<file path="config.mk">
export PLATFORM = sky130hd
export DESIGN_NAME = rl_lj_pair_scheduler
export DESIGN_NICKNAME = d
export VERILOG_FILES = /design/src/rtl/rl_lj_pair_scheduler.sv
export SDC_FILE = /design/constraint.sdc
export NUM_CORES = 1
export LEC_CHECK = 0
export BUFFER_PORTS_ARGS = -buffer_cell sky130_fd_sc_hd__buf_2
export CAP_MARGIN = 10
export CORE_MARGIN = 2
export CORE_UTILIZATION = 35
export CTS_CLUSTER_SIZE = 28
export DETAILED_ROUTE_END_ITERATION = 7
export PLACE_DENSITY = 0.65
export SLEW_MARGIN = 5
export SYNTH_ARGS = -nofsm -noshare
export SYNTH_HDL_FRONTEND = slang
export SYNTH_SLANG_ARGS = --single-unit
export TNS_END_PERCENT = 20
</file>
<file path="constraint.sdc">
create_clock -name clk -period 5.3 [get_ports clk]
set_input_delay 0.795 -clock clk [delete_from_list [all_inputs] [get_ports clk]]
set_output_delay 0.795 -clock clk [all_outputs]
set_load 0.01 [all_outputs]
</file>
<file path="src/rtl/rl_lj_pair_scheduler.sv">
// rtl/rl_lj_pair_scheduler.sv - multi-lane (reference, neighbor) pair sweep with BRAM-aligned valids
module rl_lj_pair_scheduler #(
  parameter int NUM_PIPELINES           = 1,
  parameter int REF_PARTICLE_NUM        = 10,
  parameter int REF_RAM_ADDR_WIDTH      = 4,
  parameter int NEIGHBOR_PARTICLE_NUM   = 10,
  parameter int NEIGHBOR_RAM_ADDR_WIDTH = 4,
  parameter int RAM_READ_LATENCY        = 2,
  parameter int SKIP_SELF               = 0
) (
  input  logic                                              clk,
  input  logic                                              rst,
  input  logic                                              start,
  input  logic                                              pipe_ready,
  output logic [REF_RAM_ADDR_WIDTH-1:0]                     ref_addr,
  output logic [NUM_PIPELINES*NEIGHBOR_RAM_ADDR_WIDTH-1:0]  neighbor_addr,
  output logic [NUM_PIPELINES-1:0]                          pair_valid,
  output logic                                              ref_last,
  output logic                                              busy,
  output logic                                              done
);

  localparam int RW = REF_RAM_ADDR_WIDTH;
  localparam int NW = NEIGHBOR_RAM_ADDR_WIDTH;
  localparam int L  = RAM_READ_LATENCY;
  localparam int DW = $clog2(L + 1);

  typedef enum logic [1:0] {IDLE, RUN, DRAIN, DONE_S} state_t;

  state_t                         state, state_next;
  logic                           start_q;
  logic [RW:0]                    r_cnt;
  logic [NW:0]                    n_base;
  logic [DW-1:0]                  drain_cnt;
  logic [L-1:0][NUM_PIPELINES-1:0] valid_line;
  logic [L-1:0]                   last_line;

  logic                           start_rise, issue, wrap, last_ref;
  logic [NUM_PIPELINES-1:0]       raw_valid;
  logic [31:0]                    lane_n [NUM_PIPELINES];

  assign start_rise = start & ~start_q;
  assign issue      = (state == RUN) & pipe_ready;
  assign wrap       = (32'(n_base) + 32'(NUM_PIPELINES)) >= 32'(NEIGHBOR_PARTICLE_NUM);
  assign last_ref   = 32'(r_cnt) == 32'(REF_PARTICLE_NUM - 1);

  // Lanes beyond the neighbor list stay invalid and park their address at 0.
  always_comb begin
    raw_valid     = '0;
    neighbor_addr = '0;
    ref_addr      = (state == RUN) ? r_cnt[RW-1:0] : '0;
    for (int k = 0; k < NUM_PIPELINES; k++) begin
      lane_n[k] = 32'(n_base) + 32'(k);
      if (lane_n[k] < 32'(NEIGHBOR_PARTICLE_NUM)) begin
        raw_valid[k] = issue & !((SKIP_SELF != 0) && (32'(r_cnt) == lane_n[k]));
        if (state == RUN) neighbor_addr[k*NW +: NW] = lane_n[k][NW-1:0];
      end
    end
  end

  always_comb begin
    state_next = state;
    case (state)
      IDLE:    if (start_rise) state_next = RUN;
      RUN:     if (issue && wrap && last_ref) state_next = DRAIN;
      DRAIN:   if (32'(drain_cnt) == 32'(L - 1)) state_next = DONE_S;
      DONE_S:  state_next = IDLE;
      default: state_next = IDLE;
    endcase
  end

  assign busy       = (state == RUN) || (state == DRAIN);
  assign done       = (state == DONE_S);
  assign pair_valid = valid_line[L-1];
  assign ref_last   = last_line[L-1];

  always_ff @(posedge clk or negedge rst) begin
    if (!rst) begin
      state      <= IDLE;
      start_q    <= 1'b0;
      r_cnt      <= '0;
      n_base     <= '0;
      drain_cnt  <= '0;
      valid_line <= '0;
      last_line  <= '0;
    end else begin
      state   <= state_next;
      start_q <= start;
      if (state == IDLE && start_rise) begin
        r_cnt  <= '0;
        n_base <= '0;
      end else if (issue) begin
        if (wrap) begin
          n_base <= '0;
          r_cnt  <= r_cnt + 1'b1;
        end else begin
          n_base <= n_base + (NW+1)'(NUM_PIPELINES);
        end
      end
      drain_cnt <= (state == DRAIN) ? drain_cnt + 1'b1 : '0;
      // Delay line keeps moving while stalled so valids stay locked to BRAM latency.
      valid_line[0] <= raw_valid;
      last_line[0]  <= issue & wrap;
      for (int i = 1; i < L; i++) begin
        valid_line[i] <= valid_line[i-1];
        last_line[i]  <= last_line[i-1];
      end
    end
  end

endmodule
</file>
=== Word level (Yosys, flattened, before mapping) ===
Cells that the tools add are included.

* Shifts and indexed selects: 0
* Bitwise operators: 4
* Reductions and logical operators: 9
* Magnitude comparators: 2
* Muxes and demuxes: 15
* Equal/unequal tests: 8
* Multiply operators: 0
* $add $sub $neg: 4
* Div/mod/pow operators: 0

{| class="wikitable"
|+ Operators with widths
! kind !! count
|-
| 5-bit two-way mux || 6
|-
| 4-bit two-way mux || 3
|-
| 5-bit by 1-bit adder with 5-bit output (second input constant) || 2
|-
| 2-bit two-way mux || 4
|-
| 2-bit one-hot mux with 4 select lines || 1
|-
| 5-bit by 1-bit adder with 6-bit output (second input constant) || 1
|-
| 6-bit by 4-bit >= comparator with 1-bit output (second input constant) || 1
|-
| 5-bit by 4-bit equality test with 1-bit output (second input constant) || 1
|-
| 5-bit by 4-bit < comparator with 1-bit output (second input constant) || 1
|-
| 2-bit by 1-bit equality test with 1-bit output (second input constant) || 2
|-
| 2-bit equality test (second input constant) || 2
|-
| 2-bit inequality test (second input constant) || 2
|-
| 2-bit nonzero test || 2
|-
| 1-bit bitwise AND || 3
|-
| 1-bit logical AND || 3
|-
| 3-bit AND reduction || 1
|-
| 2-bit by 1-bit adder with 2-bit output (second input constant) || 1
|-
| 2-bit logical NOT || 1
|-
| 2-bit by 1-bit inequality test with 1-bit output (second input constant) || 1
|-
| 2-bit AND reduction || 1
|-
| 1-bit logical OR || 1
|-
| 1-bit two-way mux || 1
|-
| 1-bit inverter || 1
|}

* Latch bits: 0
* Word-level logic and storage cells: 50
* Bits in writable memories: 0
* Input port bits: 4
* ROM bits: 0
* Memories: 0
* Output and inout port bits: 12
* Register bits after elaboration: 19

=== Depth between registers and ports, before layout ===
* Depth after elaboration: 6
* Depth in mapped cells: 7
* Depth with buffers taken out: 7

=== Worst setup path before layout ===
No wires, ideal clock.

* Path type: flip-flop to flip-flop
* Start point: reg n_base[0]
* End point: reg state[1]
* Required time: 5.175 ns
* Stages on the path, launching flop included: 7
* Clock period less this slack: 2.072 ns
* Setup time: 0.125 ns
* Setup slack: 3.228 ns
* Path buffers: 0
* Arrival: 1.947 ns
* Path through: dfrtp_1 -> ha_1 -> nor2b_1 -> or4b_4 -> a211oi_2 -> nor2_1 -> mux2_4

* Word-level cells in the longest chain between the ends: 6

{| class="wikitable"
|+ RTL lines
! element !! RTL line !! source
|-
| start: declaration || 33 || <nowiki>logic [NW:0] n_base;</nowiki>
|-
| start signal: assignment || 97 || <nowiki>n_base <= n_base + (NW+1)'(NUM_PIPELINES);</nowiki>
|-
| 5-bit by 1-bit adder with 6-bit output || 44 || <nowiki>assign wrap = (32'(n_base) + 32'(NUM_PIPELINES)) >= 32'(NEIGHBOR_PARTICLE_NUM);</nowiki>
|-
| 6-bit by 4-bit >= comparator with 1-bit output || 44 ||
|-
| 1-bit logical AND (2 in series) || 65 || <nowiki>RUN: if (issue && wrap && last_ref) state_next = DRAIN;</nowiki>
|-
| 2-bit by 1-bit inequality test with 1-bit output (no line) || - ||
|-
| 3-bit AND reduction (no line) || - ||
|-
| end signal: assignment || 87 || <nowiki>state <= state_next;</nowiki>
|-
| end: declaration || 30 || <nowiki>state_t state, state_next;</nowiki>
|}

Every way passes these cells.
A chain may end at the register's enable or synchronous reset.

=== Worst setup path after layout ===
* Start point: reg state[1]
* End point: out neighbor_addr[2]

* Word-level cells in the longest chain between the ends: 3

{| class="wikitable"
|+ RTL lines
! element !! RTL line !! source
|-
| 2-bit by 1-bit equality test with 1-bit output || 56 || <nowiki>if (state == RUN) neighbor_addr[k*NW +: NW] = lane_n[k][NW-1:0];</nowiki>
|-
| 4-bit two-way mux || 56 ||
|-
| 4-bit two-way mux || 54 || <nowiki>if (lane_n[k] < 32'(NEIGHBOR_PARTICLE_NUM)) begin</nowiki>
|-
| end: declaration || 16 || <nowiki>output logic [NUM_PIPELINES*NEIGHBOR_RAM_ADDR_WIDTH-1:0] neighbor_addr,</nowiki>
|}

Every way passes these cells.

==> impl_metrics.tcl <==
set metrics [dict create \
    period_share_pct 46.5 \
    nFillCells 315 \
    die_area_sq_um 3600 \
    netlist_instances 106 \
    firstDrtPassIters 4 \
    start_util_pct 36.2 \
    final_common_cell "dfrtp_1" \
    p_per_area_nw_per_um2 512 \
    synthMuxAreaShare_pct 2.28 \
    first_iter_violations 40 \
    cts-root-buf "clkbuf_4" \
    end_kind "output port" \
    reg2reg_depth 6 \
    ys_ff_latch 19 \
    ir_drop_uv 148 \
    rows 20 \
    htreeDepth 1 \
    yosys_warnings 0 \
    ctsLongestPathBuffers 2 \
    internal_power_mw 0.359 \
    final_cells 165 \
    cpPeakStageDelay_ps 420 \
    critPathKind "reg -> out" \
    area_delta_synth_final_pct 11.2 \
    min_period_ps 2470 \
    ioPinCount 16 \
    fp.coreArea_sq_um 3030 \
    cp.required_ps 4510 \
    p_clk_share_pct 11.7 \
    grt_pass1_wl_mm 3.69 \
    synthArstFlopShare_pct 100 \
    critical_path_arrival_ps 1670 \
    clock_sinks 19 \
    detail_route.vias_per_cell 4.88 \
    dieWidth_um 60.0 \
    finalPower_mw 0.624 \
    yosysSeqAreaShare_pct 43.3 \
    maxCapViolCount 0 \
    switching_power_mw 0.265 \
    clock_latency_ps 300 \
    n_antenna_cell 0 \
    setup_viol 0 \
    most-common-layout-cells "dfrtp_1 (19), buf_2 (15), ha_1 (9)" \
    worst_pin_slew_ps 1070 \
    crit_slowest_cell "dfrtp_1" \
    synth_xor_area_share_pct 2.28 \
    synth_area_per_cell_sq_um 10.4 \
    dr_total_vias 805 \
    r2r-end "r_cnt[1]" \
    hold_class "reg -> reg" \
    wire_per_inst_um 12.6 \
    final_max_slew_viol_count 0 \
    rsz0062_at_grt "no" \
    fp.dieH_um 60.0 \
    drc_errors 0 \
    swShare_pct 42.5 \
    critical-path-top-delay-family "buffers and inverters" \
    ant_nets 0 \
    worst-path-stages 5 \
    grt_pass1_vias 803 \
    startpoint "state[1]" \
    dp.cells 161 \
    pwr-share-comb_pct 49.3 \
    ctsResizeCount 0 \
    synth_cell_types 41 \
    synthAdderAreaFrac_pct 10.3 \
    io_buffers 15 \
    cts.clk_slew.worst_paths_ps 100 \
    crit_end "neighbor_addr[2]" \
    holdBufCountCts 0 \
    cts_buffers 3 \
    netlist_area_sq_um 1100 \
    layout-drive-gt1-share_pct 24.0 \
    critPathLaunchType "register" \
    cp_cell_sequence "inv_1 > ha_1 > inv_1 > nor4b_1 > buf_2" \
    leakagePower_nw 0.587 \
    cp_common_cell "inv_1" \
    track_usage_pct 14.2 \
    seqPwrFrac_pct 39.0 \
    hold_viol 0 \
    finalSetupTns_ps 0 \
    path_max_fanout 7 \
    nets 135 \
    r2r_start "n_base[0]" \
    yosys.area_share.simple_pct 24.2 \
    max_slew_margin_pct 28.6 \
    grt.overflow.total 0 \
    wirelength_mm 2.08 \
    grt_max_degree 20 \
    ys.flop_type "dfrtp_1" \
    finClkSkew_ps 4.49 \
    synth_compound_area_share_pct 12.2 \
    cts_setup_buffers 0 \
    dpl.hpwl_mm 1.56 \
    status "complete, no violations" \
    syn_nets 119 \
    fmax_mhz 405 \
    crit_buf_inv 3 \
    cts_tree "built" \
    synth_top_family_by_area "simple AND/OR/NAND/NOR gates" \
    reg2reg_slack_ps 2910 \
    routabilityCongestion 0.814 \
    antenna_found_initial 0 \
    synth-edff-count 0 \
]
## flip-flops by register name (all words and copies together), names as in the netlist
signal / flops
last_line: 2
state: 2
pair_valid: 1
n_base: 5
start_q: 1
r_cnt: 5
valid_line: 1
drain_cnt: 2
## cells by family (layout without fill, tap and decap cells)
kind of cell             after synthesis  in the layout
AO/OA/AOI/OAI                         20             20
XOR/XNOR                               2              2
adder cells (fa/ha/maj)                9              9
buffers and inverters                 11             26
flip-flops                            19             19
multiplexers                           2              2
AND/OR/NAND/NOR                       43             43
## synthesized netlist by cell type, types with 2 or more instances
cell	count	area, sq um
dfrtp_1	19	475
ha_1	9	113
inv_1	7	26.3
nor2_1	7	26.3
o21ai_0	7	35.0
nand2_1	6	22.5
a21oi_1	4	20.0
and2_1	4	25.0
and3_1	4	25.0
nor2b_1	3	18.8
buf_6	2	22.5
nand3_1	2	10.0
nand4_1	2	12.5
or3_1	2	12.5
or3_2	2	15.0
## routing by layer
| metal | global-route usage, % | vias up | wire [um] |
|---|---|---|---|
| met5 | 0 | - | 0 |
| met4 | 6.67 | 0 | 37 |
| met3 | 4.55 | 4 | 88 |
| met2 | 22.0 | 17 | 980 |
| met1 | 17.8 | 379 | 972 |
| li1 | - | 405 | - |
## stage by stage
stage	worst slack, ps	area (sq um)	utilization [%]	hold slack [ps]
2_1_floorplan	3230	1100	-	331
3_3_place_gp	2990	1190	39.4	335
3_5_place_dp	2940	1190	39.4	337
4_1_cts	2840	1220	40.3	362
5_1_grt	2660	1220	40.3	366
6_report	2830	1220	40.3	360
## power groups by stage
stage          Clock (mW)  Combinational, mW  Sequential [mW]
2_1_floorplan           0              0.262            0.226
3_3_place_gp            0              0.298            0.244
3_5_place_dp            0              0.309            0.247
4_1_cts            0.0771              0.311            0.244
5_1_grt            0.0846              0.352            0.253
6_report           0.0730              0.308            0.243
## worst reg2reg max path, stage by stage (launching register included)
cell	delay (ps)
dfrtp_1	460
ha_1	300
nor2b_1	170
or4b_4	550
a21oi_2	460
or4_2	240
o31ai_2	70
## worst min path at each step
stage,from,to,slack (ps),cells past startpoint
floorplan,last_line[0],last_line[1],330,0
global placement,last_line[0],last_line[1],330,0
detailed placement,last_line[0],last_line[1],340,0
CTS,last_line[0],last_line[1],360,0
global route,last_line[0],last_line[1],370,0
finish,last_line[0],last_line[1],360,0
## cell type report
type	count	area [sq um]	area share, %
tap	44	55.1	4.51
multi-input combinational	76	562	46.1
timing repair buffer	15	75.1	6.15
inverter	7	26.3	2.15
sequential	19	475	39.0
clock buffer	4	26.3	2.15
Note: power is estimated with default switching activity, not from simulation.
